--- src/rtl/alu_arbiter.sv ---
`timescale 1ns/1ps
// -----------------------------------------------------------------------------
// alu_arbiter
//
// Shares one external ALU between two requesters.  A round-robin arbiter
// accepts one operation at a time.  The accepted operands and opcode are held
// on the ALU inputs.  After ALU_LAT edges the ALU result is captured and then
// returned to the requester that issued the operation.  Only one operation is
// in flight at any time.
//
// Ports
//   clk                      sole clock, rising edge
//   rst                      asynchronous, active-high reset
//   req0_valid / req1_valid  requester has an operation pending
//   req0_ready / req1_ready  operation accepted this cycle (combinational)
//   reqN_a, reqN_b [7:0]     operands of requester N
//   reqN_oper [3:0]          opcode of requester N, forwarded unmodified
//   resp0_valid/resp1_valid  result available for requester N
//   resp0_ready/resp1_ready  requester N consumes the result
//   respN_data [15:0]        result {msb,lsb}; zero when not valid
//   alu_a, alu_b [7:0]       operands driven to the shared ALU
//   alu_oper [3:0]           opcode driven to the shared ALU
//   alu_msb, alu_lsb [7:0]   ALU result halves
//   busy                     high whenever the FSM is not in IDLE
// -----------------------------------------------------------------------------
module alu_arbiter #(
    parameter int ALU_LAT = 1
) (
    input  logic        clk,
    input  logic        rst,

    input  logic        req0_valid,
    output logic        req0_ready,
    input  logic [7:0]  req0_a,
    input  logic [7:0]  req0_b,
    input  logic [3:0]  req0_oper,

    input  logic        req1_valid,
    output logic        req1_ready,
    input  logic [7:0]  req1_a,
    input  logic [7:0]  req1_b,
    input  logic [3:0]  req1_oper,

    output logic        resp0_valid,
    input  logic        resp0_ready,
    output logic [15:0] resp0_data,

    output logic        resp1_valid,
    input  logic        resp1_ready,
    output logic [15:0] resp1_data,

    output logic [7:0]  alu_a,
    output logic [7:0]  alu_b,
    output logic [3:0]  alu_oper,
    input  logic [7:0]  alu_msb,
    input  logic [7:0]  alu_lsb,

    output logic        busy
);

    typedef enum logic [1:0] {
        IDLE = 2'd0,
        EXEC = 2'd1,
        RESP = 2'd2
    } state_t;

    // Counter reload value; ALU_LAT is limited to 1..7 so three bits suffice.
    localparam logic [2:0] LAT_LOAD = 3'(ALU_LAT);

    state_t      state_r;
    logic [2:0]  cnt_r;
    logic [7:0]  a_r;
    logic [7:0]  b_r;
    logic [3:0]  oper_r;
    logic        gnt_r;        // owner of the in-flight operation
    logic        last_r;       // requester granted most recently
    logic        resp0_valid_r;
    logic        resp1_valid_r;
    logic [15:0] resp0_data_r;
    logic [15:0] resp1_data_r;

    logic        any_s;
    logic        grant_s;
    logic        accept_s;
    logic        hs_s;
    logic [7:0]  sel_a_s;
    logic [7:0]  sel_b_s;
    logic [3:0]  sel_oper_s;

    // Round-robin choice: on contention the requester that did not win last
    // time is picked; a lone requester always wins.
    function automatic logic pick_grant(input logic v0, input logic v1, input logic last);
        logic g;
        if (v0 && v1) begin
            g = ~last;
        end else if (v1) begin
            g = 1'b1;
        end else begin
            g = 1'b0;
        end
        return g;
    endfunction

    // Arbitration and accept qualification.
    always_comb begin
        any_s    = req0_valid | req1_valid;
        grant_s  = pick_grant(req0_valid, req1_valid, last_r);
        accept_s = (state_r == IDLE) && any_s;
    end

    // Ready is combinational so a request can be taken in the cycle it is seen.
    always_comb begin
        if (accept_s) begin
            req0_ready = ~grant_s;
            req1_ready = grant_s;
        end else begin
            req0_ready = 1'b0;
            req1_ready = 1'b0;
        end
    end

    // Operand mux feeding the latch registers on accept.
    always_comb begin
        if (grant_s) begin
            sel_a_s    = req1_a;
            sel_b_s    = req1_b;
            sel_oper_s = req1_oper;
        end else begin
            sel_a_s    = req0_a;
            sel_b_s    = req0_b;
            sel_oper_s = req0_oper;
        end
    end

    // Response handshake; ready from the non-owning requester is ignored.
    always_comb begin
        if (state_r == RESP) begin
            if (gnt_r) begin
                hs_s = resp1_valid_r & resp1_ready;
            end else begin
                hs_s = resp0_valid_r & resp0_ready;
            end
        end else begin
            hs_s = 1'b0;
        end
    end

    // Main FSM: accept, wait ALU_LAT edges, capture, hold result until consumed.
    always_ff @(posedge clk or posedge rst) begin
        if (rst) begin
            state_r       <= IDLE;
            cnt_r         <= 3'd0;
            a_r           <= 8'h00;
            b_r           <= 8'h00;
            oper_r        <= 4'h0;
            gnt_r         <= 1'b0;
            last_r        <= 1'b1;
            resp0_valid_r <= 1'b0;
            resp1_valid_r <= 1'b0;
            resp0_data_r  <= 16'h0000;
            resp1_data_r  <= 16'h0000;
        end else begin
            case (state_r)
                IDLE: begin
                    if (accept_s) begin
                        a_r     <= sel_a_s;
                        b_r     <= sel_b_s;
                        oper_r  <= sel_oper_s;
                        gnt_r   <= grant_s;
                        last_r  <= grant_s;
                        cnt_r   <= LAT_LOAD;
                        state_r <= EXEC;
                    end else begin
                        state_r <= IDLE;
                    end
                end
                EXEC: begin
                    if (cnt_r != 3'd0) begin
                        cnt_r <= cnt_r - 3'd1;
                    end else begin
                        // ALU output is valid now: route it to the owner only.
                        if (gnt_r) begin
                            resp1_valid_r <= 1'b1;
                            resp1_data_r  <= {alu_msb, alu_lsb};
                            resp0_valid_r <= 1'b0;
                            resp0_data_r  <= 16'h0000;
                        end else begin
                            resp0_valid_r <= 1'b1;
                            resp0_data_r  <= {alu_msb, alu_lsb};
                            resp1_valid_r <= 1'b0;
                            resp1_data_r  <= 16'h0000;
                        end
                        state_r <= RESP;
                    end
                end
                RESP: begin
                    if (hs_s) begin
                        resp0_valid_r <= 1'b0;
                        resp1_valid_r <= 1'b0;
                        resp0_data_r  <= 16'h0000;
                        resp1_data_r  <= 16'h0000;
                        state_r       <= IDLE;
                    end else begin
                        state_r <= RESP;
                    end
                end
                default: begin
                    state_r       <= IDLE;
                    cnt_r         <= 3'd0;
                    resp0_valid_r <= 1'b0;
                    resp1_valid_r <= 1'b0;
                    resp0_data_r  <= 16'h0000;
                    resp1_data_r  <= 16'h0000;
                end
            endcase
        end
    end

    // Outputs come straight from registers.
    assign alu_a       = a_r;
    assign alu_b       = b_r;
    assign alu_oper    = oper_r;
    assign resp0_valid = resp0_valid_r;
    assign resp1_valid = resp1_valid_r;
    assign resp0_data  = resp0_data_r;
    assign resp1_data  = resp1_data_r;
    assign busy        = (state_r != IDLE);

endmodule
--- config.mk ---
export PLATFORM = sky130hd
export DESIGN_NAME = alu_arbiter
export DESIGN_NICKNAME = d
export VERILOG_FILES = /design/src/rtl/alu_arbiter.sv
export SDC_FILE = /design/constraint.sdc
export NUM_CORES = 1
export LEC_CHECK = 0
export CORE_UTILIZATION = 37
export CTS_BUF_LIST = sky130_fd_sc_hd__clkbuf_4 sky130_fd_sc_hd__clkbuf_8 sky130_fd_sc_hd__clkbuf_16
export CTS_CLUSTER_DIAMETER = 200
export DETAILED_ROUTE_END_ITERATION = 8
export PLACE_DENSITY = 0.74
export REMOVE_ABC_BUFFERS = 1
export SLEW_MARGIN = 20
export SYNTH_ARGS = -nofsm -noshare
export SYNTH_HDL_FRONTEND = slang
export SYNTH_SLANG_ARGS = --single-unit
--- constraint.sdc ---
create_clock -name clk -period 1.9 [get_ports clk]
set_input_delay 0.38 -clock clk [delete_from_list [all_inputs] [get_ports clk]]
set_output_delay 0.38 -clock clk [all_outputs]
set_load 0.05 [all_outputs]
==> flow_metrics.tcl, run 1 <==
set metrics [dict create \
    synth_area_leader_cell "dfrtp_1" \
    fillers 509 \
    ctsHoldBuffers 0 \
    rsz0062_at_grt "true" \
    post-route-period-util 0.996 \
    drv_cap 0 \
    ys_types 33 \
    cp-end-kind "primary output" \
    rows 29 \
    sequentialPowerShare 0.476 \
    diodes 0 \
    synth_top_area_share 0.591 \
    die_w_um 84.8 \
    clkPwrFrac 0.460 \
    slew_headroom 0.644 \
    syn_inst 189 \
    synth.most_common_cell "dfrtp_1" \
    ff_latch_area_um2 1530 \
    num-nets-final 376 \
    place_hpwl_um 4340 \
    cts_setup_buffers 0 \
    ant_nets 0 \
    cts_htree_levels 3 \
    synth.area.top_cells "dfrtp_1 59%, a22o_1 10%, a221o_1 7.9%" \
    die_area_um2 7200 \
    switching_share 0.205 \
    slowest_delay_ns 0.82 \
    final_util 0.625 \
    grt_pass1_wl_um 10600 \
    status "complete, but fails checks" \
    r2r_end "resp0_data[12]" \
    drive_gt1_frac 0.186 \
    clockBufferDepth 2 \
    grt-ovfl-total 0 \
    synth-edff-count 0 \
    die_h_um 84.8 \
    synthToLayoutAreaGrowth_pct 60.0 \
    hp-class "primary input to async pin" \
    p_sw_mw 0.559 \
    gp_congestion 0.742 \
    finalWirelength_um 6700 \
    max-vdd-ir-drop_mv 0.358 \
    clkLatencyLatePin_ns 0.33 \
    cts_tree "yes" \
    period_needed_ns 1.89 \
    syn_area_per_cell_um2 13.4 \
    cts_sinks 61 \
    hold_viol 0 \
    crit_start "resp0_data[6]" \
    viasPerCell 5.38 \
    syn-cell-area_um2 2540 \
    cp_top_family "buffers and inverters" \
    drt_iter0_drc 122 \
    io_pins 119 \
    core-area_um2 6490 \
    ys_seq_elements 61 \
    ys.flop_type "dfrtp_1" \
    ys_seq_area_frac 0.602 \
    synth_common_cells "60 x dfrtp_1, 29 x a22o_1, 21 x and3_1" \
    globalRouteMet1Util 0.255 \
    first_global_vias 2099 \
    r2r-start "cnt_r[0]" \
    finalMaxSlewViolations 0 \
    violations "design-rule violations" \
    power_leakage_nw 2.45 \
    finalSetupViolCount 0 \
    cts_buffers 9 \
    grt_busiest_layer "met2" \
    p_per_area_nw_per_um2 671 \
    avgRoutedWirePerCell_um 17.0 \
    worstPathRequired_ns 1.52 \
    drt-pass1-iter-count 9 \
    start_kind "flip-flop" \
    pwr-share-comb 0.063 \
    synthArstFlopShare 1.00 \
    antenna_found_initial 0 \
    clockRootBuffer "clkbuf_8" \
    grt_use_met2 0.293 \
    worst-path-buf-inv 1 \
    grt_max_degree 62 \
    crit_fanout 2 \
    critPathSlowestCell "clkdlybuf4s50_1" \
    via_count 2120 \
    multi_input_area_um2 878 \
    fin_hold_ws_ns 0.422 \
    drc 12 \
    rrSetupSlack_ns 0.16 \
    cts.clk_slew.worst_paths_ns 0.07 \
    worstSetupPathType "flip-flop to primary output" \
    met3_usage 0.0545 \
    yosys_warnings 0 \
    endpoint "resp0_data[6]" \
    tightest_slew_ns 0.534 \
    crit_cells 1 \
    rr_worst_depth 6 \
    max_freq_ghz 0.528 \
    crit_chain "clkdlybuf4s50_1" \
    port_buffers 118 \
    critPathArrivalTime_ns 1.51 \
    grt_use_total 0.190 \
    start_util 0.391 \
    p_int_mw 2.17 \
    clock_skew_ns 0.00591 \
]
==> cells by family after synthesis <==
logic type	synth area share
AO/OA/AOI/OAI	0.234
flip-flops	0.602
AND/OR/NAND/NOR	0.0991
buffers and inverters	0.0557
adder cells (fa/ha/maj)	0.00986
==> metrics by stage <==
step / worst slack (ns) / instances / instance area [um2] / total power [mW] / TNS [ns]
finish: 0.00743 / 394 / 4060 / 2.72 / 0
global route: -0.0170 / 394 / 4060 / 2.84 / -0.0304
CTS: 0.00123 / 394 / 3980 / 2.76 / 0
detailed placement: 0.0340 / 378 / 3770 / 1.50 / 0
global placement: 0.0957 / 378 / 3770 / 1.50 / 0
floorplan: -0.249 / 175 / 2430 / 1.35 / -0.375
==> routing by layer <==
metal,vias to the layer above,routed length [um]
met5,-,0
met4,0,87
met3,9,605
met2,109,3070
met1,1019,2940
li1,983,-
==> flip-flops by register name, indices dropped and copies added, names as in the netlist <==
register and flops:
alu_a 8, alu_b 8, alu_oper 4, cnt_r 3
gnt_r 1, last_r 1, resp0_data 16, resp0_valid 1
resp1_data 16, resp1_valid 1, state_r 2
==> worst min-delay path, delay by kind of cell <==
kind	cells	cell delay (ns)
buffers and inverters	3	0.76
==> cells in the final DEF (no fill, tap or decap), types with 2 or more instances in the layout <==
master and instances:
a21o_1 3, a221o_1 20, a22o_1 29, a22o_2 3, a32o_1 2, and3_1 21
buf_12 4, buf_4 23, bufinv_16 2, clkbuf_8 9, clkdlybuf4s50_1 66, clkinvlp_4 3
dfrtp_1 58, dfrtp_2 2, dlygate4sd2_1 5, dlymetal6s2s_1 28, ha_1 2, inv_1 7
nand2_1 3, nand2b_1 3, nand3_1 2, nand3b_1 2, nor2_4 2, o21ai_0 2
==> worst min-delay path by stage <==
stage / startpoint / slack, ns / end / cells after the start
after floorplan: cnt_r[0] / 0.46 / cnt_r[0] / 1
after global placement: cnt_r[0] / 0.48 / cnt_r[0] / 1
after detailed placement: resp1_data[12] / 0.48 / resp1_data[12] / 1
after CTS: rst / 0.44 / alu_oper[1] / 3
after global routing: rst / 0.46 / alu_b[2] / 3
final: rst / 0.42 / alu_b[2] / 3
==> what timing repair did <==
item,in CTS,in global routing
gates resized for setup,5,33
gates cloned,0,0
setup endpoints to repair,5,63
==> power by group through the flow <==
stage / registers (mW) / logic, mW / clock network, mW
5_1_grt: 1.30 / 0.189 / 1.35
2_1_floorplan: 1.32 / 0.0249 / 0
4_1_cts: 1.30 / 0.175 / 1.28
3_5_place_dp: 1.32 / 0.174 / 0
3_3_place_gp: 1.32 / 0.173 / 0
6_report: 1.30 / 0.173 / 1.25
==> cell type report <==
| class | count | area share |
|---|---|---|
| clock buffers | 10 | 0.0323 |
| clock inverters | 6 | 0.0216 |
| inverters | 8 | 0.00739 |
| multi-input cells | 106 | 0.216 |
| flip-flops and latches | 61 | 0.377 |
| well taps | 77 | 0.0237 |
| repair buffers | 126 | 0.322 |
No activity file was read; power rests on OpenSTA's default activity.
==> inputs of run 2 (changes only) <==
--- a/config.mk
+++ b/config.mk
@@ -11,7 +11,7 @@
 export DETAILED_ROUTE_END_ITERATION = 8
 export PLACE_DENSITY = 0.74
 export REMOVE_ABC_BUFFERS = 1
-export SLEW_MARGIN = 20
+export SLEW_MARGIN = 10
 export SYNTH_ARGS = -nofsm -noshare
 export SYNTH_HDL_FRONTEND = slang
 export SYNTH_SLANG_ARGS = --single-unit
==> results of run 2 <==
Same layout as run 1: the final DEF is identical, and so are final timing and power.
